$ cat src/rtl/boolean_sweep_ctrl.sv
// boolean_sweep_ctrl: sweeps all eight {A,B,C} vectors into a Boolean block,
// samples F after a settle time and checks it against an expected truth table.
module boolean_sweep_ctrl #(
   parameter logic [7:0]  EXPECTED = 8'b1000_0000,
   parameter int unsigned SETTLE   = 2
) (
   input  logic       clk,
   input  logic       rst_n,
   input  logic       start,
   input  logic       abort,
   input  logic       f_in,
   output logic       a_out,
   output logic       b_out,
   output logic       c_out,
   output logic       busy,
   output logic       done,
   output logic       pass,
   output logic [7:0] fail_mask,
   output logic [3:0] fail_count,
   output logic [2:0] first_fail_idx
);

   typedef enum logic [1:0] {
      S_IDLE,
      S_SETTLE,
      S_SAMPLE,
      S_DONE
   } state_t;

   localparam logic [3:0] WAIT_LAST = 4'(SETTLE - 1);

   state_t     state_q, state_d;
   logic [2:0] idx_q, idx_d;
   logic [3:0] wait_q, wait_d;
   logic [7:0] mask_q, mask_d;
   logic [3:0] cnt_q, cnt_d;
   logic [2:0] first_q, first_d;
   logic       pass_q, pass_d;
   logic       mism;
   logic       active;

   assign mism   = f_in ^ EXPECTED[idx_q];
   assign active = (state_q == S_SETTLE) || (state_q == S_SAMPLE);

   // State and result registers; reset clears everything at once.
   always_ff @(posedge clk or negedge rst_n) begin
      if (!rst_n) begin
         state_q <= S_IDLE;
         idx_q   <= 3'd0;
         wait_q  <= 4'd0;
         mask_q  <= 8'd0;
         cnt_q   <= 4'd0;
         first_q <= 3'd0;
         pass_q  <= 1'b0;
      end else begin
         state_q <= state_d;
         idx_q   <= idx_d;
         wait_q  <= wait_d;
         mask_q  <= mask_d;
         cnt_q   <= cnt_d;
         first_q <= first_d;
         pass_q  <= pass_d;
      end
   end

   // Next-state logic: abort wins over a completing sample.
   always_comb begin
      state_d = state_q;
      idx_d   = idx_q;
      wait_d  = wait_q;
      mask_d  = mask_q;
      cnt_d   = cnt_q;
      first_d = first_q;
      pass_d  = pass_q;
      unique case (state_q)
         S_IDLE: begin
            if (start) begin
               state_d = S_SETTLE;
               idx_d   = 3'd0;
               wait_d  = 4'd0;
               mask_d  = 8'd0;
               cnt_d   = 4'd0;
               first_d = 3'd0;
               pass_d  = 1'b0;
            end
         end
         S_SETTLE: begin
            if (abort) begin
               state_d = S_IDLE;
            end else begin
               wait_d = wait_q + 4'd1;
               if (wait_q == WAIT_LAST) begin
                  state_d = S_SAMPLE;
               end
            end
         end
         S_SAMPLE: begin
            if (abort) begin
               state_d = S_IDLE;
            end else begin
               if (mism) begin
                  mask_d = mask_q | (8'd1 << idx_q);
                  cnt_d  = cnt_q + 4'd1;
                  if (cnt_q == 4'd0) begin
                     first_d = idx_q;
                  end
               end
               if (idx_q == 3'd7) begin
                  state_d = S_DONE;
                  pass_d  = (mask_d == 8'd0);
               end else begin
                  state_d = S_SETTLE;
                  idx_d   = idx_q + 3'd1;
                  wait_d  = 4'd0;
               end
            end
         end
         S_DONE: begin
            state_d = S_IDLE;
         end
         default: begin
            state_d = S_IDLE;
         end
      endcase
   end

   assign busy           = active;
   assign done           = (state_q == S_DONE);
   assign {a_out, b_out, c_out} = active ? idx_q : 3'd0;
   assign pass           = pass_q;
   assign fail_mask      = mask_q;
   assign fail_count     = cnt_q;
   assign first_fail_idx = first_q;

endmodule

$ cat config.mk
export PLATFORM = sky130hd
export DESIGN_NAME = boolean_sweep_ctrl
export DESIGN_NICKNAME = d
export VERILOG_FILES = /design/src/rtl/boolean_sweep_ctrl.sv
export SDC_FILE = /design/constraint.sdc
export NUM_CORES = 1
export LEC_CHECK = 0
export ABC_AREA = 1
export CAP_MARGIN = 25
export CORE_UTILIZATION = 29
export DETAILED_ROUTE_END_ITERATION = 6
export MAX_ROUTING_LAYER = met4
export PLACE_DENSITY = 0.57
export SLEW_MARGIN = 20
export SYNTH_ARGS = -nofsm -noshare
export SYNTH_HDL_FRONTEND = slang
export SYNTH_SLANG_ARGS = --single-unit
$ cat constraint.sdc
create_clock -name clk -period 1.8 [get_ports clk]
set_input_delay 0.45 -clock clk [delete_from_list [all_inputs] [get_ports clk]]
set_output_delay 0.45 -clock clk [all_outputs]
set_load 0.05 [all_outputs]
Word level (Yosys, flattened, before mapping):

Memory sizes are Yosys's and may differ from the RTL's.
Index checks and enable logic that the tools add are counted.

* $add $sub $neg: 3
* order comparisons: 1
* equality and inequality tests: 13
* shift operators: 1
* muxes and demuxes: 34
* bitwise operators: 2
* reduce and logical (&&, ||, !) cells: 13

Operators by type and width (count)
* 8-bit two-way mux: 5
* 4-bit two-way mux: 6
* 3-bit two-way mux: 7
* 8-bit one-hot mux with 2 select lines: 1
* 3-bit one-hot mux with 2 select lines: 2
* 4-bit one-hot mux with 3 select lines: 1
* 4-bit AND reduction: 3
* 2-bit two-way mux: 5
* 2-bit inequality test, second input constant: 5
* 5-bit AND reduction: 2
* 4-bit by 1-bit adder with 4-bit output, second input constant: 2
* 8-bit zero test: 1
* 8-bit OR: 1
* 2-bit one-hot mux with 4 select lines: 1
* 4-bit one-hot mux with 2 select lines: 1
* 1-bit by 3-bit << shifter with 8-bit output, first input constant: 1
* 2-bit == test, second input constant: 2
* 4-bit by 1-bit == test with 1-bit output, second input constant: 1
* 4-bit zero test: 1
* 3-bit by 4-bit < comparator with 1-bit output, second input constant: 1
* 1-bit two-way mux: 4
* 2-bit by 1-bit inequality test with 1-bit output, second input constant: 2
* 3-bit by 1-bit adder with 3-bit output, second input constant: 1
* 3-bit == test, second input constant: 1
* 10 further kinds: 10

* bits in registers: 25
* ROM bits: 8
* input port bits: 5
* output and inout bits: 21
* logic and storage cells: 75
* memories: 1

Memories
* (name not given): words 8, width 1, rd ports 1, clocked after Yosys merged registers in 0, write ports 0, RTL line 42 `assign mism = f_in ^ EXPECTED[idx_q];`

Logic depth before layout (Yosys ltp):

Gate-level depths: netlist of run 1.

* depth after elaboration: 10
* depth in mapped cells: 12
* mapped depth without buffers: 11

Worst setup path before layout of run 1:

Ideal clock, no wire load.

* kind: flip-flop to output port
* start point: register state_q[0]
* end point: output a_out
* arrival time: 1.460 ns
* required time: 1.350 ns
* slack: -0.110 ns
* cell stages (with the launch flop): 5
* path buffers: 0
* cells stage by stage: dfrtp_1 inv_1 ha_1 nand2_1 inv_1

* longest elaborated chain between the ends: 3
* elaborated cells between the ends (all ways): 4
* classes of those cells: eq/ne: 2; mux: 1; reduce/logical: 1

Ends and longest elaborated chain
* start: declaration: RTL line 32 `state_t state_q, state_d;`
* start signal: assignment: RTL line 56 `state_q <= state_d;`
* 2-bit by 1-bit == test with 1-bit output or 2-bit == test (tied branches): RTL line 43 `assign active = (state_q == S_SETTLE) || (state_q == S_SAMPLE);`
* 1-bit logical OR *: RTL line 43
* net busy: RTL line 15 `output logic busy,`
* 3-bit two-way mux *: RTL line 129 `assign {a_out, b_out, c_out} = active ? idx_q : 3'd0;`
* end: declaration: RTL line 12 `output logic a_out,`

The timed path passes the listed nets; every way through them passes the cells marked *.

Final worst setup path of run 1:

* start point: register state_q[1]
* end point: output a_out

* longest elaborated chain between the ends: 3
* elaborated cells between the ends (all ways): 4
* classes of those cells: eq/ne: 2; mux: 1; reduce/logical: 1

Ends and longest elaborated chain (RTL line)
* 2-bit by 1-bit == test with 1-bit output or 2-bit == test (tied branches): 43
* 1-bit logical OR *: 43
* 3-bit two-way mux *: 129

Mark *: on every way between the ends. The rest lies on a longest branch, timed or not.

==> results of run 1 <==
placed cells by master (no fill, tap or decap), drive strengths merged, types with 4 or more instances in the layout:
cell type      count
nand2             47
inv               39
buf               34
dfrtp             25
ha                16
nor2              14
o21ai             14
nand3             13
a21oi             13
nor3               5
clkdlybuf4s50      4
clkbuf             4
routing by layer:
layer  global-route usage [%]  share of wire [%]  wire length [um]
met1                     17.2                 49              1700
met3                     1.88                4.2               147
met4                     4.91                1.4                49
met2                     20.2                 45              1580
met5                        -                  0                 0
final cells by class:
| cell class | count | area (um2) | area share [%] |
|---|---|---|---|
| clock buffers | 4 | 45.0 | 2.09 |
| multi-input cells | 136 | 881 | 40.8 |
| inverters | 39 | 146 | 6.78 |
| well taps | 72 | 90.1 | 4.17 |
| repair buffers | 38 | 370 | 17.2 |
| flip-flops and latches | 25 | 626 | 29.0 |
registers in the layout, summed over array words and instances (netlist names):
name            count
fail_mask           8
pass                1
idx_q               3
state_q             2
first_fail_idx      3
wait_q              4
fail_count          4
worst min path at each step:
| stage | start | end | slack [ns] | cells after the start |
|---|---|---|---|---|
| 4_1_cts | fail_mask[2]$_DFFE_PN0P_ | fail_mask[2]$_DFFE_PN0P_ | 0.53 | 2 |
| 3_3_place_gp | fail_mask[2]$_DFFE_PN0P_ | fail_mask[2]$_DFFE_PN0P_ | 0.51 | 2 |
| 3_5_place_dp | fail_mask[2]$_DFFE_PN0P_ | fail_mask[2]$_DFFE_PN0P_ | 0.51 | 2 |
| 2_1_floorplan | rst_n | fail_count[0]$_DFFE_PN0P_ | 0.15 | 0 |
| 5_1_grt | pass$_DFFE_PN0P_ | pass$_DFFE_PN0P_ | 0.56 | 2 |
| 6_report | first_fail_idx[2]$_DFFE_PN0P_ | first_fail_idx[2]$_DFFE_PN0P_ | 0.53 | 2 |
stage by stage:
| step | cell area (um2) | total power, mW |
|---|---|---|
| 2_1_floorplan | 1660 | 1.85 |
| 3_3_place_gp | 2070 | 2.26 |
| 3_5_place_dp | 2070 | 2.28 |
| 4_1_cts | 2140 | 2.69 |
| 5_1_grt | 2160 | 2.88 |
| 6_report | 2160 | 2.67 |
logic make-up after synthesis:
kind of cell / count (synthesis)
fa+ha+maj: 16
flops: 25
xor+xnor: 2
compound gates: 34
mux: 1
buf+inv: 43
simple gates: 83
what timing repair did:
item | 4_1_cts | 5_1_grt
buffers inserted | 2 | 0
hold endpoints to repair | 0 | 0
endpoints found under the setup margin | 3 | 22
resized for setup | 1 | 6
worst max-delay path: stages (launching register included):
cell and delay [ns]:
dfrtp_1 0.38, inv_2 0.07, ha_4 0.29, nand2_1 0.05
inv_1 0.09, buf_12 0.14
power by group:
group	switching (mW)	total (mW)	internal, mW
sequential	0.0689	0.708	0.639
clock	0.175	0.333	0.158
combinational	0.995	1.63	0.639
total	1.24	2.67	1.44
==> qor.yml, run 1 <==
run_status:
  status: "completed"
setup_path:
  cp.required_ns: 1.35
  reg2reg_depth: 9
  endpoint_kind: "output port"
  critical_path.max_fanout: 4
  cp_data_arrival_time_ns: 1.28
  r2r-end: "first_fail_idx[1]$_DFFE_PN0P_"
  critPathCapture: "a_out"
  rr_startpoint: "idx_q[0]$_DFFE_PN0P_"
  critPathKind: "register to output port"
  crit_path_start: "state_q[1]$_DFFE_PN0P_"
  rrSetupSlack_ns: 0.14
  start_kind: "register"
yosys:
  seq_area_frac_synth_pct: 37.7
  ys_warn_count: 0
  syn_inst: 204
  synth_edf_count: 0
  yosys.area_share.simple_pct: 24.8
  async_flop_share_pct: 100
  synth_mux_area_share_pct: 0.604
  synth_top_area_share_pct: 37.7
  ys_top_cells_by_area: "dfrtp_1 38%, ha_1 12%, nand2_1 9.1%"
  synth_ff_type: "dfrtp_1"
  synth_compound_gate_area_share_pct: 13.0
  postSynthAreaPerCell_um2: 8.13
  synth-xor-area-share_pct: 1.06
  syn-cell-area_um2: 1660
  synthAdderAreaFrac_pct: 12.1
  synth_seq_cells: 25
  synth_area_leader_cell: "dfrtp_1"
  yosys-top-cells-count: "40 x nand2_1, 36 x inv_1, 25 x dfrtp_1, 16 x ha_1, 13 x nand3_1"
  synth_fp_nets: 225
  synth_top_family_by_area: "simple AND/OR/NAND/NOR gates"
  synthDistinctLibCells: 30
  synth_most_common_cell: "nand2_1"
placement:
  dpl_worst_slack_ns: -0.0595
  place_congestion: 0.800
  portBuffers: 25
  dp_hpwl_um: 2680
  dp.cells: 308
drt:
  drtIter0Drc: 32
  viasPerCell: 4.46
  firstDrtPassIters: 4
  vias: 1399
  routed_wl_um: 3470
  post-route-drc-count: 0
  post_drt_wl_per_cell_um: 11.1
  postRouteAntennaNets: 0
clock_network:
  cts_tree: "built"
  cts_num_sinks: 25
  htreeDepth: 1
  cts_root_buffer: "clkbuf_8"
  clkTransAtPathRegs_ns: 0.09
  clk_latency_ns: 0.26
  cts_buffer_depth: 2
  numCtsBuffers: 3
  cts_hold_buf: 0
sta:
  hold_violations: 0
  min_period_ns: 1.73
  report.final.setup_viol: 0
  final_max_slew_viol_count: 0
  worstMarginPinSlew_ns: 0.328
  clock_skew_ns: 0.00154
  layout_setup_ws_ns: 0.0686
  finalCritPeriodShare_pct: 96.2
  fmax_mhz: 578
  tns_ns: 0
  fin_hold_ws_ns: 0.527
  relSlewSlack_pct: 78.2
floorplanning:
  io_pins: 26
  fp.dieW_um: 77.6
  die_y_um: 77.6
  initial_core_util_pct: 30.1
  core_um2: 5510
  fp-row-count: 27
  dieArea_um2: 6020
pwr:
  irDropWorstVdd_mv: 0.461
  leakagePower_nw: 1.12
  powerDensity_nw_per_um2: 1240
final_layout:
  finalNetCount: 264
  drive_gt1_share_pct: 26.0
  n_fill_cell: 563
  area_delta_synth_final_pct: 30.2
  diodes: 0
  post-route-util_pct: 39.2
  layout.cells.non_filler: 314
global_route:
  grt_pass1_wl_um: 6030
  grt_max_degree: 26
  grtUsageTotal_pct: 13.0
  grt_pass1_vias: 1363
  antenna_found_initial: 0
  grt-ovfl-total: 0
run:
  drv_cap: 0
hold_path:
  hp-class: "register to register"
No activity file was read; power rests on OpenSTA's default activity.
==> inputs of run 2 (changes only) <==
--- a/config.mk
+++ b/config.mk
@@ -7,10 +7,12 @@
 export LEC_CHECK = 0
 export ABC_AREA = 1
 export CAP_MARGIN = 25
-export CORE_UTILIZATION = 29
+export CORE_UTILIZATION = 60
 export DETAILED_ROUTE_END_ITERATION = 6
+export DONT_BUFFER_PORTS = 1
 export MAX_ROUTING_LAYER = met4
-export PLACE_DENSITY = 0.57
+export PLACE_DENSITY = 0.85
+export REMOVE_ABC_BUFFERS = 1
 export SLEW_MARGIN = 20
 export SYNTH_ARGS = -nofsm -noshare
 export SYNTH_HDL_FRONTEND = slang
==> run 2 against run 1 <==
  * Non-clock buffer count shrank 21
  * Sequential cell count is the same
  * Clock power shrank 25%
  * Total power shrank 6.2%
  * Setup slack lost 0.053 ns
  * Combinational power shrank 7%
  * Sequential share of layout area grew 3.8 points
  * Hold slack lost 0.064 ns
  * First-iteration DRC count grew 34%
  * Largest power group unchanged
==> qor.yml, run 2 (synthesized netlist as in run 1, its figures left out) <==
run_status:
  status: "completed"
floorplanning:
  initial_core_util_pct: 65.1  # +35 points
  dieArea_um2: 2980  # -51%
  core_um2: 2540  # -54%
  io_pins: 26  # unchanged
  fp.dieW_um: 54.6  # -30%
  fp-row-count: 18  # -33%
  die_y_um: 54.6  # -30%
drt:
  vias: 1384  # -1.1%
  viasPerCell: 5.51  # +24%
  firstDrtPassIters: 4  # unchanged
  routed_wl_um: 3370  # -3.0%
  post-route-drc-count: 0  # unchanged
  postRouteAntennaNets: 0  # unchanged
  post_drt_wl_per_cell_um: 13.4  # +21%
  drtIter0Drc: 43  # +34%
setup_path:
  r2r-end: "state_q[1]$_DFFE_PN0P_"
  reg2reg_depth: 7  # -2
  cp.required_ns: 1.35  # about the same
  endpoint_kind: "output port"
  critical_path.max_fanout: 4  # unchanged
  cp_data_arrival_time_ns: 1.33  # +0.05 ns
  critPathKind: "register to output port"
  start_kind: "register"
  rr_startpoint: "state_q[1]$_DFFE_PN0P_"
  rrSetupSlack_ns: 0.12  # -0.02 ns
global_route:
  grt-ovfl-total: 0  # unchanged
  grtUsageTotal_pct: 26.9  # +14 points
  grt_pass1_wl_um: 5510  # -8.7%
  grt_pass1_vias: 1317  # -3.4%
  grt_max_degree: 26  # unchanged
  antenna_found_initial: 0  # unchanged
final_layout:
  largest_register_ffs: 8  # unchanged
  finalNetCount: 243  # -8.0%
  mostFrequentLayoutCell: "nand2_1"
  multiInputGateArea_um2: 891  # +1.1%
  n_fill_cell: 171  # -70%
  diodes: 0  # unchanged
  final_cell_area_um2: 1910  # -11%
  regArea_um2: 626  # unchanged
  final_cell_mix: "38 x nand2_1, 31 x inv_1, 25 x dfrtp_1"
  drive_gt1_share_pct: 23.1  # -3.0 points
  layout.cells.non_filler: 251  # -20%
  area_delta_synth_final_pct: 15.2
pwr:
  cellInternalPower_mw: 1.25  # -13%
  sw_frac_of_total_pct: 50.0  # +3.7 points
  p_switching_mw: 1.25  # +1.3%
  powerDensity_nw_per_um2: 1310  # +6.0%
  irDropWorstVdd_mv: 1.25  # +170%
  leakagePower_nw: 0.992  # -12%
  p_seq_share_pct: 29.4  # +2.9 points
  pwr-share-clk_pct: 10.0  # -2.4 points
  combPwrFrac_pct: 60.6  # -0.5 points
clock_network:
  numCtsBuffers: 3  # unchanged
  cts_buffer_depth: 2  # unchanged
  clk_latency_ns: 0.33  # +0.07 ns
  cts_num_sinks: 25  # unchanged
  cts_tree: "built"
  cts_root_buffer: "clkbuf_4"
  htreeDepth: 1  # unchanged
  clkTransAtPathRegs_ns: 0.12  # +0.03 ns
sta:
  final_max_slew_viol_count: 0  # unchanged
  hold_violations: 0  # unchanged
  min_period_ns: 1.78  # +0.0531 ns
  clock_skew_ns: 0.0173  # +0.0158 ns
  worstMarginPinSlew_ns: 0.569  # +0.242 ns
  finalCritPeriodShare_pct: 99.1  # +2.9 points
  relSlewSlack_pct: 62.0  # -16 points
  rsz0062_at_grt: "true"
  report.final.setup_viol: 0  # unchanged
  fmax_mhz: 560  # -3.0%
hold_path:
  hp-class: "primary input to register"
  hold_path_depth: 3  # +1
  min_to: "state_q[0]$_DFFE_PN0P_"
  hp-start: "abort"
placement:
  place_congestion: 0.798  # -0.26%
  portBuffers: 0  # -100%
  dp.cells: 242  # -21%
  dpl_cell_area_um2: 1790  # -14%
  dp_hpwl_um: 2420  # -9.5%
run:
  drv_cap: 0  # unchanged
[run 2: cell types whose count changed in the layout (fill, tap and decap cells not counted), moves of 2 or more]
cell,previous run,this run
inv_1,33,31
clkdlybuf4s50_1,4,0
clkbuf_8,3,0
buf_4,28,11
ha_1,13,11
nand2_1,40,38
clkbuf_4,0,3
nand2_2,4,6
ha_2,1,3
inv_2,6,8
buf_12,6,4
[run 2: worst max-delay path, cell delays in order (launching register included)]
cell     delay, ns
dfrtp_1       0.39
inv_2         0.07
ha_4          0.30
nand2_1       0.07
inv_2         0.06
buf_12        0.13
[run 2: routing by layer]
layer,vias to the layer above,track usage [%],share of wire [%]
met5,-,-,0
met4,0,10.3,2.2
met3,10,6.67,7.1
met2,54,44.1,49
met1,641,31.7,41
li1,679,-,-
[run 2: layout make-up]
type                    instances  share of cell area, %
flip-flops and latches         25                   32.7
well taps                      30                   1.96
repair buffers                 17                   9.63
multi-input cells             136                   46.6
inverters                      39                   7.66
clock buffers                   4                   1.38
[run 2: how the worst max path moves through the flow]
stage                                 startpoint                            end  slack (ns)  depth (start not counted)
after CTS                 state_q[1]$_DFFE_PN0P_                          b_out       0.005                          5
after global routing      state_q[1]$_DFFE_PN0P_                          c_out       -0.06                          5
final                     state_q[0]$_DFFE_PN0P_                          c_out        0.02                          5
after floorplan           state_q[0]$_DFFE_PN0P_                          a_out       -0.11                          4
after detailed placement  state_q[0]$_DFFE_PN0P_       fail_mask[2]$_DFFE_PN0P_        0.09                          7
after global placement      idx_q[0]$_DFFE_PN0P_  first_fail_idx[0]$_DFFE_PN0P_        0.11                          9
[run 2: power by group through the flow]
stage          clock, mW  sequential, mW  combinational, mW
6_report           0.251           0.738               1.52
5_1_grt            0.280           0.747               1.67
4_1_cts            0.261           0.735               1.45
3_5_place_dp           0           0.757               1.33
3_3_place_gp           0           0.746               1.28
2_1_floorplan          0           0.795              0.980
[run 2: repair_timing]
action	CTS	global route
hold buffers	2	0
gates resized for setup	6	8
endpoints found under the setup margin	4	19
pin swaps	0	3
endpoints found under the hold margin	25	0
buffers inserted	2	1
[run 2: metrics by stage]
| step | utilization (%) | setup TNS, ns | hold slack (ns) | power [mW] | setup slack, ns |
|---|---|---|---|---|---|
| 2_1_floorplan | - | -0.755 | 0.154 | 1.78 | -0.110 |
| 3_3_place_gp | 70.4 | 0 | 0.155 | 2.03 | 0.105 |
| 3_5_place_dp | 70.4 | 0 | 0.155 | 2.09 | 0.0860 |
| 4_1_cts | 73.6 | 0 | 0.428 | 2.44 | 0.00491 |
| 5_1_grt | 75.1 | -0.154 | 0.478 | 2.70 | -0.0556 |
| 6_report | 75.1 | 0 | 0.463 | 2.51 | 0.0156 |
==> inputs of run 3 (changes only) <==
--- a/config.mk
+++ b/config.mk
@@ -17,3 +17,4 @@
 export SYNTH_ARGS = -nofsm -noshare
 export SYNTH_HDL_FRONTEND = slang
 export SYNTH_SLANG_ARGS = --single-unit
+export TNS_END_PERCENT = 10
==> run 3 against run 2 <==
  * Sequential cell count unchanged
  * Utilization did not move
  * Global-route usage stayed put
  * Combinational power hardly changed
  * Critical path depth unchanged
  * Hold slack stayed put
  * Clock skew stayed put
  * Total power stayed put
  * Setup slack stayed put
  * Routed wire length is the same
  * Die area is the same
  * Maximum frequency did not move
  * Largest power group unchanged
  * Highest routed layer unchanged
==> qor.yml, run 3 (synthesized netlist as in run 1, its figures left out) <==
global_route:
  grt_pass1_vias: 1317  # unchanged
  antenna_found_initial: 0  # unchanged
  grtUsageTotal_pct: 26.9  # unchanged
  grt-ovfl-total: 0  # unchanged
  grt_max_degree: 26  # unchanged
  grt_pass1_wl_um: 5510  # unchanged
final_layout:
  final_cell_area_um2: 1910  # unchanged
  drive_gt1_share_pct: 23.1  # unchanged
  area_delta_synth_final_pct: 15.2  # unchanged
  mostFrequentLayoutCell: "nand2_1"
  layout.cells.non_filler: 251  # unchanged
  final_cell_mix: "38 x nand2_1, 31 x inv_1, 25 x dfrtp_1"
  largest_register_ffs: 8  # unchanged
  diodes: 0  # unchanged
  finalNetCount: 243  # unchanged
clock_network:
  clkTransAtPathRegs_ns: 0.12  # about the same
  cts_buffer_depth: 2  # unchanged
  cts_num_sinks: 25  # unchanged
  htreeDepth: 1  # unchanged
  clk_latency_ns: 0.33  # about the same
  cts_root_buffer: "clkbuf_4"
  cts_tree: "built"
  numCtsBuffers: 3  # unchanged
run_status:
  status: "completed"
sta:
  finalCritPeriodShare_pct: 99.1  # unchanged
  hold_violations: 0  # unchanged
  rsz0062_at_grt: "true"
  final_max_slew_viol_count: 0  # unchanged
  report.final.setup_viol: 0  # unchanged
  min_period_ns: 1.78  # unchanged
  clock_skew_ns: 0.0173  # unchanged
  relSlewSlack_pct: 62.0  # unchanged
  fmax_mhz: 560  # unchanged
  worstMarginPinSlew_ns: 0.569  # unchanged
drt:
  firstDrtPassIters: 4  # unchanged
  routed_wl_um: 3370  # unchanged
  drtIter0Drc: 43  # unchanged
  viasPerCell: 5.51  # unchanged
  post-route-drc-count: 0  # unchanged
  vias: 1384  # unchanged
  post_drt_wl_per_cell_um: 13.4  # unchanged
  postRouteAntennaNets: 0  # unchanged
floorplanning:
  die_y_um: 54.6  # unchanged
  io_pins: 26  # unchanged
  core_um2: 2540  # unchanged
  dieArea_um2: 2980  # unchanged
  fp.dieW_um: 54.6  # unchanged
  fp-row-count: 18  # unchanged
  initial_core_util_pct: 65.1  # unchanged
placement:
  place_congestion: 0.798  # unchanged
  dp_hpwl_um: 2420  # unchanged
  dp.cells: 242  # unchanged
  dpl_cell_area_um2: 1790  # unchanged
  portBuffers: 0  # unchanged
setup_path:
  critical_path.max_stage_delay_ns: 0.39  # about the same
  cp_data_arrival_time_ns: 1.33  # about the same
  endpoint_kind: "output port"
  critical_path.max_fanout: 4  # unchanged
  cp_common_cell: "inv_2"
  slowest_stage: "dfrtp_1"
  cp.required_ns: 1.35  # about the same
  start_kind: "register"
  path_cells: "inv_2, ha_4, nand2_1, inv_2, buf_12"
  critPathKind: "register to output port"
pwr:
  leakagePower_nw: 0.992  # unchanged
  powerDensity_nw_per_um2: 1310  # unchanged
  irDropWorstVdd_mv: 1.25  # unchanged
hold_path:
  hp-class: "primary input to register"
run:
  drv_cap: 0  # unchanged
## run 3: cell counts in the layout (fill, tap and decap cells not counted)
Identical to the previous run, type by type.
## run 3: critical path, delay by kind of cell, from the launching register on
family,cells,cell delay [ns]
flip-flops,1,0.39
adder cells (fa/ha/maj),1,0.30
buffers and inverters,3,0.26
AND/OR/NAND/NOR,1,0.07
## run 3: cell type report
type / instances / area (um2)
Tap cell: 30 / 37.5
Timing Repair Buffer: 17 / 184
Fill cell: 171 / 634
Clock buffer: 4 / 26.3
Sequential cell: 25 / 626
Multi-Input combinational cell: 136 / 891
Inverter: 39 / 146
## run 3: through the flow
stage	utilization, %	worst slack, ns	setup TNS (ns)	hold slack [ns]	total power [mW]
4_1_cts	73.6	0.00491	0	0.428	2.44
3_3_place_gp	70.4	0.105	0	0.155	2.03
6_report	75.1	0.0156	0	0.463	2.51
2_1_floorplan	-	-0.110	-0.755	0.154	1.78
5_1_grt	75.1	-0.0556	-0.154	0.478	2.70
3_5_place_dp	70.4	0.0860	0	0.155	2.09
## run 3: power by group
group | leakage [nW] | switching, mW | total, mW | internal, mW
logic | 0.632 | 0.991 | 1.52 | 0.529
registers | 0.345 | 0.0995 | 0.738 | 0.638
clock network | 0.0150 | 0.164 | 0.251 | 0.0869
total | 0.992 | 1.25 | 2.51 | 1.25
## run 3: timing repair
action | 4_1_cts | 5_1_grt
setup buffers | 2 | 1
hold buffers | 2 | 0
resized for setup | 6 | 8
pin swaps | 0 | 3
endpoints found under the setup margin | 4 | 19
hold endpoints to repair | 25 | 0
## run 3: path summary, 6_finish.rpt
kind / startpoint / to / slack (ns) / cells after the start
worst max-delay path: state_q[0]$_DFFE_PN0P_ / c_out / 0.02 / 5
worst min-delay path: abort / state_q[0]$_DFFE_PN0P_ / 0.46 / 3
worst max register to register: state_q[1]$_DFFE_PN0P_ / state_q[1]$_DFFE_PN0P_ / 0.12 / 7
worst min register to register: wait_q[0]$_DFFE_PN0P_ / wait_q[0]$_DFFE_PN0P_ / 0.59 / 1
max in group asynchronous: rst_n / fail_count[3]$_DFFE_PN0P_ / 1.10 / 2
min in group asynchronous: rst_n / wait_q[2]$_DFFE_PN0P_ / 0.53 / 2
## run 3: routing by layer
metal	track usage [%]	share of wire, %	up-vias
li1	-	-	679
met1	31.7	41	641
met3	6.67	7.1	10
met2	44.1	49	54
met5	-	0	-
met4	10.3	2.2	0
